## config.mk

```make
export PLATFORM = sky130hd
export DESIGN_NAME = mem_init_gen
export DESIGN_NICKNAME = d
export VERILOG_FILES = /design/src/rtl/mem_init_gen.sv
export SDC_FILE = /design/constraint.sdc
export NUM_CORES = 1
export LEC_CHECK = 0
export CELL_PAD_IN_SITES_DETAIL_PLACEMENT = 1
export CELL_PAD_IN_SITES_GLOBAL_PLACEMENT = 1
export CORE_UTILIZATION = 40
export CTS_CLUSTER_SIZE = 25
export DETAILED_ROUTE_END_ITERATION = 12
export GPL_TIMING_DRIVEN = 1
export PLACE_DENSITY = 0.91
export SYNTH_ARGS = -nofsm -noshare
export SYNTH_HDL_FRONTEND = slang
export SYNTH_SLANG_ARGS = --single-unit
```

## constraint.sdc

```tcl
create_clock -name clk -period 2.4 [get_ports clk]
set_input_delay 0.48 -clock clk [delete_from_list [all_inputs] [get_ports clk]]
set_output_delay 0.48 -clock clk [all_outputs]
set_load 0.01 [all_outputs]
```

## src/rtl/mem_init_gen.sv

```systemverilog
// Memory initialiser: fills DEPTH RAM words with a selectable pattern, then
// optionally reads every word back and records mismatches.
module mem_init_gen #(
  parameter int unsigned ADDR_W = 8,
  parameter int unsigned DATA_W = 8,
  parameter int unsigned DEPTH  = 256
) (
  input  logic              clk,
  input  logic              rst_n,
  input  logic              en,
  output logic              rdy,
  input  logic [1:0]        mode,
  input  logic [DATA_W-1:0] fill,
  input  logic              verify,
  output logic [ADDR_W-1:0] addr,
  output logic [DATA_W-1:0] wrdata,
  output logic              wren,
  input  logic [DATA_W-1:0] rddata,
  output logic              err,
  output logic [ADDR_W:0]   err_count,
  output logic [ADDR_W-1:0] err_addr
);

  localparam int unsigned CNT_W = ADDR_W + 1;
  localparam logic [CNT_W-1:0] LAST_IDX = CNT_W'(DEPTH - 1);
  localparam logic [CNT_W-1:0] DEPTH_C  = CNT_W'(DEPTH);

  generate
    if (DEPTH < 2 || DEPTH > (1 << ADDR_W)) begin : g_bad_depth
      $error("mem_init_gen: DEPTH must be in 2..2**ADDR_W");
    end
  endgenerate

  typedef enum logic [1:0] {
    S_IDLE     = 2'd0,
    S_WRITE    = 2'd1,
    S_RD_ISSUE = 2'd2,
    S_RD_CMP   = 2'd3
  } state_t;

  state_t              r_state;
  logic [CNT_W-1:0]    r_idx;
  logic [1:0]          r_mode;
  logic [DATA_W-1:0]   r_fill;
  logic                r_verify;
  logic                r_rdy;
  logic [ADDR_W-1:0]   r_addr;
  logic [DATA_W-1:0]   r_wrdata;
  logic                r_wren;
  logic                r_err;
  logic [CNT_W-1:0]    r_err_count;
  logic [ADDR_W-1:0]   r_err_addr;

  state_t              w_state_nxt;
  logic [CNT_W-1:0]    w_idx_nxt;
  logic                w_start;
  logic                w_cmp;
  logic                w_mismatch;
  logic [1:0]          w_mode_eff;
  logic [DATA_W-1:0]   w_fill_eff;
  logic [ADDR_W-1:0]   w_addr_nxt;
  logic [DATA_W-1:0]   w_wrdata_nxt;
  logic                w_wren_nxt;
  logic                w_rdy_nxt;

  function automatic logic [DATA_W-1:0] pattern_f(
    input logic [CNT_W-1:0]  idx,
    input logic [1:0]        m,
    input logic [DATA_W-1:0] f
  );
    logic [DATA_W-1:0] v;
    v = DATA_W'(idx);
    case (m)
      2'b00:   pattern_f = v;
      2'b01:   pattern_f = f;
      2'b10:   pattern_f = DATA_W'(LAST_IDX - idx);
      default: pattern_f = v ^ f;
    endcase
  endfunction

  // Next state, next index and the registered-output next values
  always_comb begin
    w_state_nxt  = r_state;
    w_idx_nxt    = r_idx;
    w_start      = 1'b0;
    w_cmp        = 1'b0;
    w_mode_eff   = r_mode;
    w_fill_eff   = r_fill;
    w_addr_nxt   = '0;
    w_wrdata_nxt = '0;
    w_wren_nxt   = 1'b0;
    w_rdy_nxt    = 1'b0;

    case (r_state)
      S_IDLE: begin
        if (en) begin
          w_start     = 1'b1;
          w_state_nxt = S_WRITE;
          w_idx_nxt   = '0;
        end
      end
      S_WRITE: begin
        if (r_idx == LAST_IDX) begin
          w_state_nxt = r_verify ? S_RD_ISSUE : S_IDLE;
          w_idx_nxt   = '0;
        end else begin
          w_idx_nxt = r_idx + CNT_W'(1);
        end
      end
      S_RD_ISSUE: begin
        w_state_nxt = S_RD_CMP;
      end
      S_RD_CMP: begin
        w_cmp = 1'b1;
        if (r_idx == LAST_IDX) begin
          w_state_nxt = S_IDLE;
          w_idx_nxt   = '0;
        end else begin
          w_state_nxt = S_RD_ISSUE;
          w_idx_nxt   = r_idx + CNT_W'(1);
        end
      end
      default: begin
        w_state_nxt = S_IDLE;
        w_idx_nxt   = '0;
      end
    endcase

    // First write pattern must use the operands being latched this edge
    if (w_start) begin
      w_mode_eff = mode;
      w_fill_eff = fill;
    end

    w_rdy_nxt = (w_state_nxt == S_IDLE);
    if (w_state_nxt != S_IDLE) begin
      w_addr_nxt = ADDR_W'(w_idx_nxt);
    end
    if (w_state_nxt == S_WRITE) begin
      w_wren_nxt   = 1'b1;
      w_wrdata_nxt = pattern_f(w_idx_nxt, w_mode_eff, w_fill_eff);
    end
  end

  assign w_mismatch = w_cmp && (rddata != pattern_f(r_idx, r_mode, r_fill));

  // State, index, latched operands and registered outputs
  always_ff @(posedge clk or negedge rst_n) begin
    if (!rst_n) begin
      r_state     <= S_IDLE;
      r_idx       <= '0;
      r_mode      <= '0;
      r_fill      <= '0;
      r_verify    <= 1'b0;
      r_rdy       <= 1'b1;
      r_addr      <= '0;
      r_wrdata    <= '0;
      r_wren      <= 1'b0;
      r_err       <= 1'b0;
      r_err_count <= '0;
      r_err_addr  <= '0;
    end else begin
      r_state  <= w_state_nxt;
      r_idx    <= w_idx_nxt;
      r_rdy    <= w_rdy_nxt;
      r_addr   <= w_addr_nxt;
      r_wrdata <= w_wrdata_nxt;
      r_wren   <= w_wren_nxt;
      if (w_start) begin
        r_mode      <= mode;
        r_fill      <= fill;
        r_verify    <= verify;
        r_err       <= 1'b0;
        r_err_count <= '0;
        r_err_addr  <= '0;
      end else if (w_mismatch) begin
        r_err <= 1'b1;
        if (r_err_count != DEPTH_C) begin
          r_err_count <= r_err_count + CNT_W'(1);
        end
        if (!r_err) begin
          r_err_addr <= ADDR_W'(r_idx);
        end
      end
    end
  end

  assign rdy       = r_rdy;
  assign addr      = r_addr;
  assign wrdata    = r_wrdata;
  assign wren      = r_wren;
  assign err       = r_err;
  assign err_count = r_err_count;
  assign err_addr  = r_err_addr;

endmodule

```

# After elaboration in Yosys (flattened, before gate mapping)
# Index checks and enable logic that the tools add are counted.
[totals]
in_bits = 22
out_inout_bits = 36
reg_bits = 58
wordCells = 67
[op_classes]
mux = 26
bitwise = 2
n_eq_ne = 12
addsub = 4
reduce_logical = 11
[op_table]
columns = ["operator", "n"]
rows = [
  ["2-to-1 mux 8 bit", 6],
  ["case mux 8 bit (3 select lines)", 2],
  ["2-to-1 mux 9 bit", 5],
  ["adder 9 x 1 -> 9 bit (second input constant)", 2],
  ["case mux 9 bit (2 select lines)", 1],
  ["subtractor 8 bit (first input constant)", 2],
  ["XOR 8 bit", 2],
  ["2-to-1 mux 2 bit", 5],
  ["equality test 9 x 8 -> 1 bit (second input constant)", 1],
  ["!= test 9 bit (second input constant)", 1],
  ["equality test 2 x 1 -> 1 bit (second input constant)", 4],
  ["equality test 2 bit (second input constant)", 4],
  ["zero test 2 bit", 4],
  ["!= test 8 bit", 1],
  ["case mux 2 bit (4 select lines)", 1],
  ["2-to-1 mux 1 bit", 6],
  ["nonzero test 2 bit", 3],
  ["AND reduction 2 bit", 2],
  ["!= test 2 x 1 -> 1 bit (second input constant)", 1],
  ["OR reduction 2 bit", 1],
  ["logical AND 1 bit", 1],
]

# Longest topological paths before layout
# Gate-level depths: netlist (run 1).
[logic_depth]
word_depth = 6
depth_mapped = 10
mapped_depth_nobuf = 8

# Worst setup path before layout (run 1)
# No wires, ideal clock.
[synth_timing]
path_type = "register to register"
start = "register r_idx[0]"
end = "register r_wrdata[7] (netlist: wrdata[7])"
setup_ns = 0.073
slack_ns = 0.308
path_buffers = 0
arrival_time_ns = 2.019
synth_period_minus_slack_ns = 2.092
path_stages_with_launch = 9
required_ns = 2.327
cell_sequence = "dfrtp_1 > ha_1 > nand3_4 > o41ai_4 > nor2b_1 > o21ai_1 > o31ai_1 > or3_1 > a21oi_2"
[synth_via]
elab_chain_cells = 6
word_cells_on_any_way = 13
classes_between = "add/sub (2); eq/ne (2); mux (8); bitwise (1)"
[synth_lines]
columns = ["item", "line_no", "rtl"]
rows = [
  ["start: declaration", "42", "logic [CNT_W-1:0] r_idx;"],
  ["start signal: assignment", "164", "r_idx <= w_idx_nxt;"],
  ["adder 9 x 1 -> 9 bit or equality test 9 x 8 -> 1 bit (tied branches)", "n/a", ""],
  ["2-to-1 mux 9 bit *", "103, 115", ""],
  ["case mux 9 bit (2 select lines) *", "94", "case (r_state)"],
  ["named net w_idx_nxt[7]", "55", "logic [CNT_W-1:0] w_idx_nxt;"],
  ["subtractor 8 bit or XOR 8 bit (tied branches)", "76, 77", ""],
  ["case mux 8 bit (3 select lines) *", "73", "case (m)"],
  ["2-to-1 mux 8 bit *", "139", "if (w_state_nxt == S_WRITE) begin"],
  ["named net w_wrdata_nxt[7]", "62", "logic [DATA_W-1:0] w_wrdata_nxt;"],
  ["end signal: assignment", "167", "r_wrdata <= w_wrdata_nxt;"],
  ["end: declaration", "48", "logic [DATA_W-1:0] r_wrdata;"],
]
# The timed path passes the listed nets; every way through them passes the cells marked *.
# A chain may end at the register's enable or synchronous reset.

# Final worst setup path (run 1)
[layout_timing]
start = "register r_idx[7]"
end = "register r_wrdata[3] (netlist: wrdata[3])"
[layout_via]
elab_chain_cells = 6
word_cells_on_any_way = 11
classes_between = "add/sub (1); eq/ne (2); mux (7); bitwise (1)"
[layout_lines]
columns = ["item", "line_no"]
rows = [
  ["equality test 9 x 8 -> 1 bit *", "103, 115"],
  ["2-to-1 mux 9 bit *", "103, 115"],
  ["case mux 9 bit (2 select lines) *", "94"],
  ["named net w_idx_nxt[3]", "55"],
  ["subtractor 8 bit or XOR 8 bit (tied branches)", "76, 77"],
  ["case mux 8 bit (3 select lines) *", "73"],
  ["2-to-1 mux 8 bit *", "139"],
  ["named net w_wrdata_nxt[3]", "62"],
]
# Marks and branches as above.

==> results of run 1 <==
## area by class of cell
class                           instances  share of cell area (%)
Multi-Input combinational cell        239                    36.1
Sequential cell                        58                    33.0
Timing Repair Buffer                   98                    21.1
Clock buffer                           11                    3.21
Tap cell                              102                    2.90
Clock inverter                          5                    2.33
Inverter                               16                    1.36
## cells in the mapped netlist (2+ instances only)
| cell | count |
|---|---|
| mux2_4 | 3 |
| inv_1 | 16 |
| o21a_1 | 2 |
| o21ai_1 | 3 |
| nand2b_1 | 4 |
| ha_1 | 3 |
| a21o_1 | 8 |
| or3b_1 | 8 |
| buf_2 | 5 |
| dfrtp_1 | 57 |
| mux2_2 | 7 |
| a31oi_1 | 3 |
| o221ai_2 | 6 |
| nand3_1 | 7 |
| o21ai_0 | 13 |
| nor3_1 | 2 |
| o221ai_1 | 3 |
| a21oi_1 | 7 |
| mux2i_1 | 7 |
| and3_1 | 6 |
| nand4_1 | 3 |
| or3_1 | 3 |
| nand4_2 | 2 |
| nor2b_1 | 10 |
| clkbuf_1 | 3 |
| buf_6 | 2 |
| nor4_1 | 3 |
| nand2_1 | 54 |
| xor2_1 | 10 |
| nor2_1 | 36 |
| a22oi_1 | 3 |
| o22ai_1 | 2 |
## cell families (layout without fill, tap and decap cells)
group / count (synthesis) / after routing / share of synthesized area, %
AO/OA/AOI/OAI: 63 / 63 / 15.9
buffers and inverters: 29 / 130 / 4.74
AND/OR/NAND/NOR: 144 / 144 / 22.7
XOR/XNOR: 11 / 11 / 3.04
adder cells (fa/ha/maj): 3 / 3 / 1.19
flip-flops: 58 / 58 / 45.9
multiplexers: 18 / 18 / 6.56
## power by group through the flow
stage / Clock, µW / Sequential [µW] / Combinational [µW]
2_1_floorplan: 0 / 1040 / 118
3_3_place_gp: 0 / 1040 / 247
3_5_place_dp: 0 / 1040 / 263
4_1_cts: 1140 / 1020 / 268
5_1_grt: 1180 / 1020 / 297
6_report: 1140 / 1020 / 275
## flip-flops by register name, summed over array words and instances (netlist names)
register,count
rdy,1
err,1
r_verify,1
r_mode,2
err_count,9
wrdata,8
err_addr,8
r_idx,9
r_state,2
addr,8
wren,1
r_fill,8
## worst paths after layout
path / from / end / slack (ns) / depth (start not counted)
min in group clk: r_verify / r_verify / 0.50 / 2
worst min register to register: r_verify / r_verify / 0.50 / 2
worst max-delay path: r_idx[7] / wrdata[3] / -0.09 / 7
worst min-delay path: rst_n / err_addr[3] / 0.11 / 1
worst max register to register: r_idx[7] / wrdata[3] / -0.09 / 7
max in group asynchronous: rst_n / rdy / 1.62 / 2
## metrics by stage
step	TNS (ns)	utilization, %	setup WS (ns)	instances	total power (µW)
detailed placement	-1.42	53.3	-0.254	509	1300
global placement	-0.717	53.3	-0.165	509	1280
floorplan	0	-	0.308	326	1160
finish	-0.0929	57.3	-0.0929	529	2430
CTS	0	56.4	0.0164	525	2430
global route	-0.272	57.3	-0.110	529	2500
## metal layers
layer | GRT usage, % | wire length (µm)
met5 | 0 | 0
met2 | 47.8 | 5610
met4 | 10.2 | 508
met1 | 32.8 | 4390
met3 | 5.95 | 507
## worst reg2reg max path, delay by kind of cell, from the launching register on
kind / cells / cell delay [ns]
flip-flops: 1 / 0.56
AND/OR/NAND/NOR: 3 / 0.77
AO/OA/AOI/OAI: 4 / 1.09
## cell usage in the layout (no fill, tap or decap), drive strengths merged, types with 9 or more instances in the layout
cell	netlist	routed
dfrtp	57	57
nand2	54	54
nor2	37	37
mux2	10	10
nor2b	10	10
xor2	10	10
clkdlybuf4s50	0	56
buf	10	42
clkbuf	3	11
o21ai	16	16
inv	16	16
o221ai	9	9
## repair_timing
| item | CTS | global route |
|---|---|---|
| setup buffers | 0 | 4 |
| endpoints found under the setup margin | 0 | 13 |
| hold endpoints to repair | 0 | 0 |
| resized for setup | 0 | 6 |
==> impl_metrics.yaml, run 1 <==
run_status:
  status: "finished with violations"
  violations: "negative setup slack"
timing:
  rsz0062_at_grt: "true"
  slew_headroom_pct: 58.9
  finalCritPeriodShare_pct: 104
  finalClockSkew_ns: 0.0167
  fin_crit_ns: 2.49
  hold_viol: 0
  tightest_slew_ns: 0.613
  setup_viol: 1
  maxSlewViolCount: 0
  max_freq_mhz: 401
  hold_ws_ns: 0.113
  layout_setup_ws_ns: -0.0929
floorplanning:
  fp.dieW_um: 90.9
  dieArea_um2: 8270
  rows: 32
  coreArea_um2: 7690
  io_pins: 58
  fp.dieH_um: 90.9
  start_util_pct: 41.2
route:
  via_count: 2962
  ant_nets: 0
  routed_wirelength_um: 11000
  wl_per_cell_um: 20.8
  first_iter_violations: 218
  via_per_inst: 5.60
  drt-pass1-iter-count: 4
  drc_errors: 0
power:
  p_per_area_nw_per_um2: 552
  power_switching_uw: 577
  p_int_uw: 1860
  seqPwrFrac_pct: 42.0
  power_leakage_uw: 0.00202
  comb_power_share_pct: 11.3
  clock_power_share_pct: 46.7
  ir_drop_uv: 352
  swShare_pct: 23.7
yosys:
  synth_edf_count: 0
  ys.flop_type: "dfrtp_1"
  yosysTopAreaCell: "dfrtp_1"
  ys_seq_area_share_pct: 45.9
  yosys_warnings: 0
  synth-seq-cells: 58
  syn_avg_cell_area_um2: 9.71
  synth_area_leaders: "dfrtp_1 45%, nand2_1 6.4%, nor2_1 4.3%"
  yosys.area.top_type_share_pct: 45.1
  synth_async_sr_flop_share_pct: 100
  yosysUniqueCellTypes: 57
  synthCells: 326
  syn-num-nets: 351
  syn_area_um2: 3160
final_layout:
  multi_input_area_um2: 1590
  final-seq-area_um2: 1450
  fin_nets: 447
  drive_above_1_share_pct: 20.8
  n_antenna_cell: 0
  final_area_um2: 4400
  fillers: 866
  syn2layout_area_growth_pct: 39.1
placement:
  place.detailed.hpwl_um: 7350
  routabilityCongestion: 0.928
  placed_cell_area_um2: 4100
  io_buffers: 57
critical_path:
  crit_buf_inv: 0
  cp_max_fo: 6
  critPathSlowestCell: "dfrtp_1"
  endpoint_kind: "flop"
  path_common_cell: "o21ai_1"
  required_ns: 2.67
  critPathLaunchType: "flop"
  cp.arrival_ns: 2.77
  cp_top_family: "compound AO/OA/AOI/OAI gates"
  critical_path_class: "reg -> reg"
  path_cells: "nand2_1 > o41ai_4 > nor2_1 > o21ai_1 > o21ai_1 > or3_1 > a21oi_1"
  cp_slowest_stage_delay_ns: 0.56
cts:
  clock_latency_ns: 0.35
  cts_buffer_depth: 2
  h-tree-depth: 3
  cts_buffers: 9
  cts.clk_slew.worst_paths_ns: 0.08
  cts-hold-fix-buffers: 0
  clockRootBuffer: "clkbuf_8"
  tritoncts: "built"
  cts.sink_count: 58
run:
  drv_cap: 0
grt:
  overflow: 0
  grt_usage_pct: 27.3
  antenna_found_initial: 0
  grt_pass1_wl_um: 17100
  grt_max_degree: 38
  grt_pass1_vias: 3135
hold_path:
  hold_path_class: "in -> async"
Note: power is estimated with default switching activity, not from simulation.
==> run 2, diff against run 1 <==
CORE_UTILIZATION = 36   (was 40)
GPL_TIMING_DRIVEN = unset   (was 1)
PLACE_DENSITY = 0.87   (was 0.91)
clock period = 2 ns   (was 2.4 ns; I/O delays follow)
==> impl_metrics.yaml, run 2 (synthesized netlist as in run 1, its figures left out) <==
run_status:
  status: "finished with violations"
  violations: "negative setup slack"
cts:
  cts_buffer_depth: 2
  clockRootBuffer: "clkbuf_8"
  cts_buffers: 9
  tritoncts: "built"
  cts.clk_slew.worst_paths_ns: 0.08
  clock_latency_ns: 0.35
  cts.sink_count: 58
  h-tree-depth: 3
grt:
  antenna_found_initial: 0
  overflow: 0
  grt_usage_pct: 27.4
  grt_max_degree: 59
  grt_pass1_wl_um: 18300
  grt_pass1_vias: 3403
timing:
  rsz0062_at_grt: "true"
  hold_viol: 0
  max_freq_mhz: 438
  tightest_slew_ns: 0.426
  layout_setup_ws_ns: -0.284
  finalCritPeriodShare_pct: 114
  setup_viol: 19
  fin_crit_ns: 2.28
  finalClockSkew_ns: 0.00692
  maxSlewViolCount: 0
  slew_headroom_pct: 71.6
floorplanning:
  start_util_pct: 37.9
  fp.dieW_um: 95.8
  dieArea_um2: 9170
  coreArea_um2: 8340
  rows: 33
  io_pins: 58
  fp.dieH_um: 95.8
critical_path:
  endpoint_kind: "flop"
  path_common_cell: "buf_6"
  cp_top_family: "simple AND/OR/NAND/NOR gates"
  worstSetupStartpoint: "r_mode[0]"
  critPathLaunchType: "flop"
  required_ns: 2.29
  crit_path_end: "err_addr[2]"
  path_cells: "buf_12 > buf_6 > or3b_4 > o221ai_2 > xor2_1 > nand4_2 > buf_6 > o21a_4 > nor2_1 > a21o_1"
  rrSetupSlack_ns: -0.28
  reg2reg_from: "r_mode[0]"
  critPathSlowestCell: "dfrtp_2"
  crit_cells: 10
  cp.arrival_ns: 2.58
  critical_path_class: "reg -> reg"
  cp_max_fo: 11
  ff2ff_path_depth: 10
  crit_buf_inv: 3
  r2r_end: "err_addr[2]"
  cp_slowest_stage_delay_ns: 0.42
route:
  wl_per_cell_um: 21.5
  drt-pass1-iter-count: 5
  via_count: 3160
  routed_wirelength_um: 12100
  ant_nets: 0
  drc_errors: 0
  first_iter_violations: 166
  via_per_inst: 5.58
final_layout:
  final-seq-area_um2: 1460
  drive_above_1_share_pct: 36.0
  utilization_pct: 58.5
  fin_nets: 481
  n_antenna_cell: 0
  multi_input_area_um2: 1800
  syn2layout_area_growth_pct: 54.3
  fillers: 900
  final_cell_mix: "63 x buf_4, 55 x clkdlybuf4s50_1, 52 x dfrtp_1"
  final_common_cell: "buf_4"
run:
  drv_cap: 0
placement:
  routabilityCongestion: 0.898
  pre_cts_slack_ns: -0.570
  io_buffers: 57
  place.detailed.hpwl_um: 7490
hold_path:
  hold_path_class: "in -> async"
power:
  ir_drop_uv: 420
  power_leakage_uw: 0.00221
  p_per_area_nw_per_um2: 558
  power_uw: 2720
-- run 2: worst min-delay path by stage --
stage | start | slack [ns] | end | cells past startpoint
floorplan | rst_n | 0.10 | addr[0] | 0
finish | rst_n | 0.05 | err_addr[0] | 2
CTS | rst_n | 0.05 | addr[0] | 2
global route | rst_n | 0.06 | addr[0] | 2
detailed placement | rst_n | 0.43 | addr[0] | 2
global placement | rst_n | 0.43 | err_addr[4] | 2
-- run 2: what timing repair did --
| item | CTS | global route |
|---|---|---|
| resized for setup | 34 | 39 |
| pin swaps | 14 | 15 |
| setup buffers | 8 | 2 |
| hold buffers | 0 | 0 |
| cloned | 1 | 1 |
| endpoints found under the setup margin | 27 | 34 |
-- run 2: report_power, final --
part           internal (µW)  switching (µW)
Clock                    582             550
Sequential              1200            25.7
Combinational            186             180
-- run 2: cell type report --
| cell class | instances | share of cell area, % |
|---|---|---|
| multi-input combinational | 240 | 36.9 |
| inverter | 16 | 1.28 |
| sequential | 58 | 29.9 |
| tap | 105 | 2.69 |
| timing repair buffer | 131 | 25.0 |
| clock buffer | 9 | 2.54 |
| clock inverter | 7 | 1.61 |
-- run 2: worst register-to-register path: cells and delay by family (launching register included) --
family,cells,cell delay (ns)
AOI/OAI and AO/OA,3,0.42
xor gates and xnor gates,1,0.22
buffers and inverters,3,0.45
DFF,1,0.42
and+or+nand+nor,3,0.70
-- run 2: layer usage --
metal / share of wire, % / GRT usage (%) / vias to the layer above
li1: - / - / 1403
met1: 41 / 31.7 / 1615
met2: 51 / 48.9 / 110
met3: 4.4 / 5.13 / 32
met4: 3.4 / 12.9 / 0
met5: 0 / 0 / -
-- run 2: metrics by stage --
stage	TNS (ns)	std cells	hold slack, ns	area [µm²]
after floorplan	-0.576	326	0.104	3170
final	-4.53	566	0.0461	4880
after detailed placement	-8.98	538	0.434	4300
after global placement	-6.27	538	0.429	4300
after global routing	-6.08	566	0.0624	4880
after CTS	-3.70	563	0.0490	4710
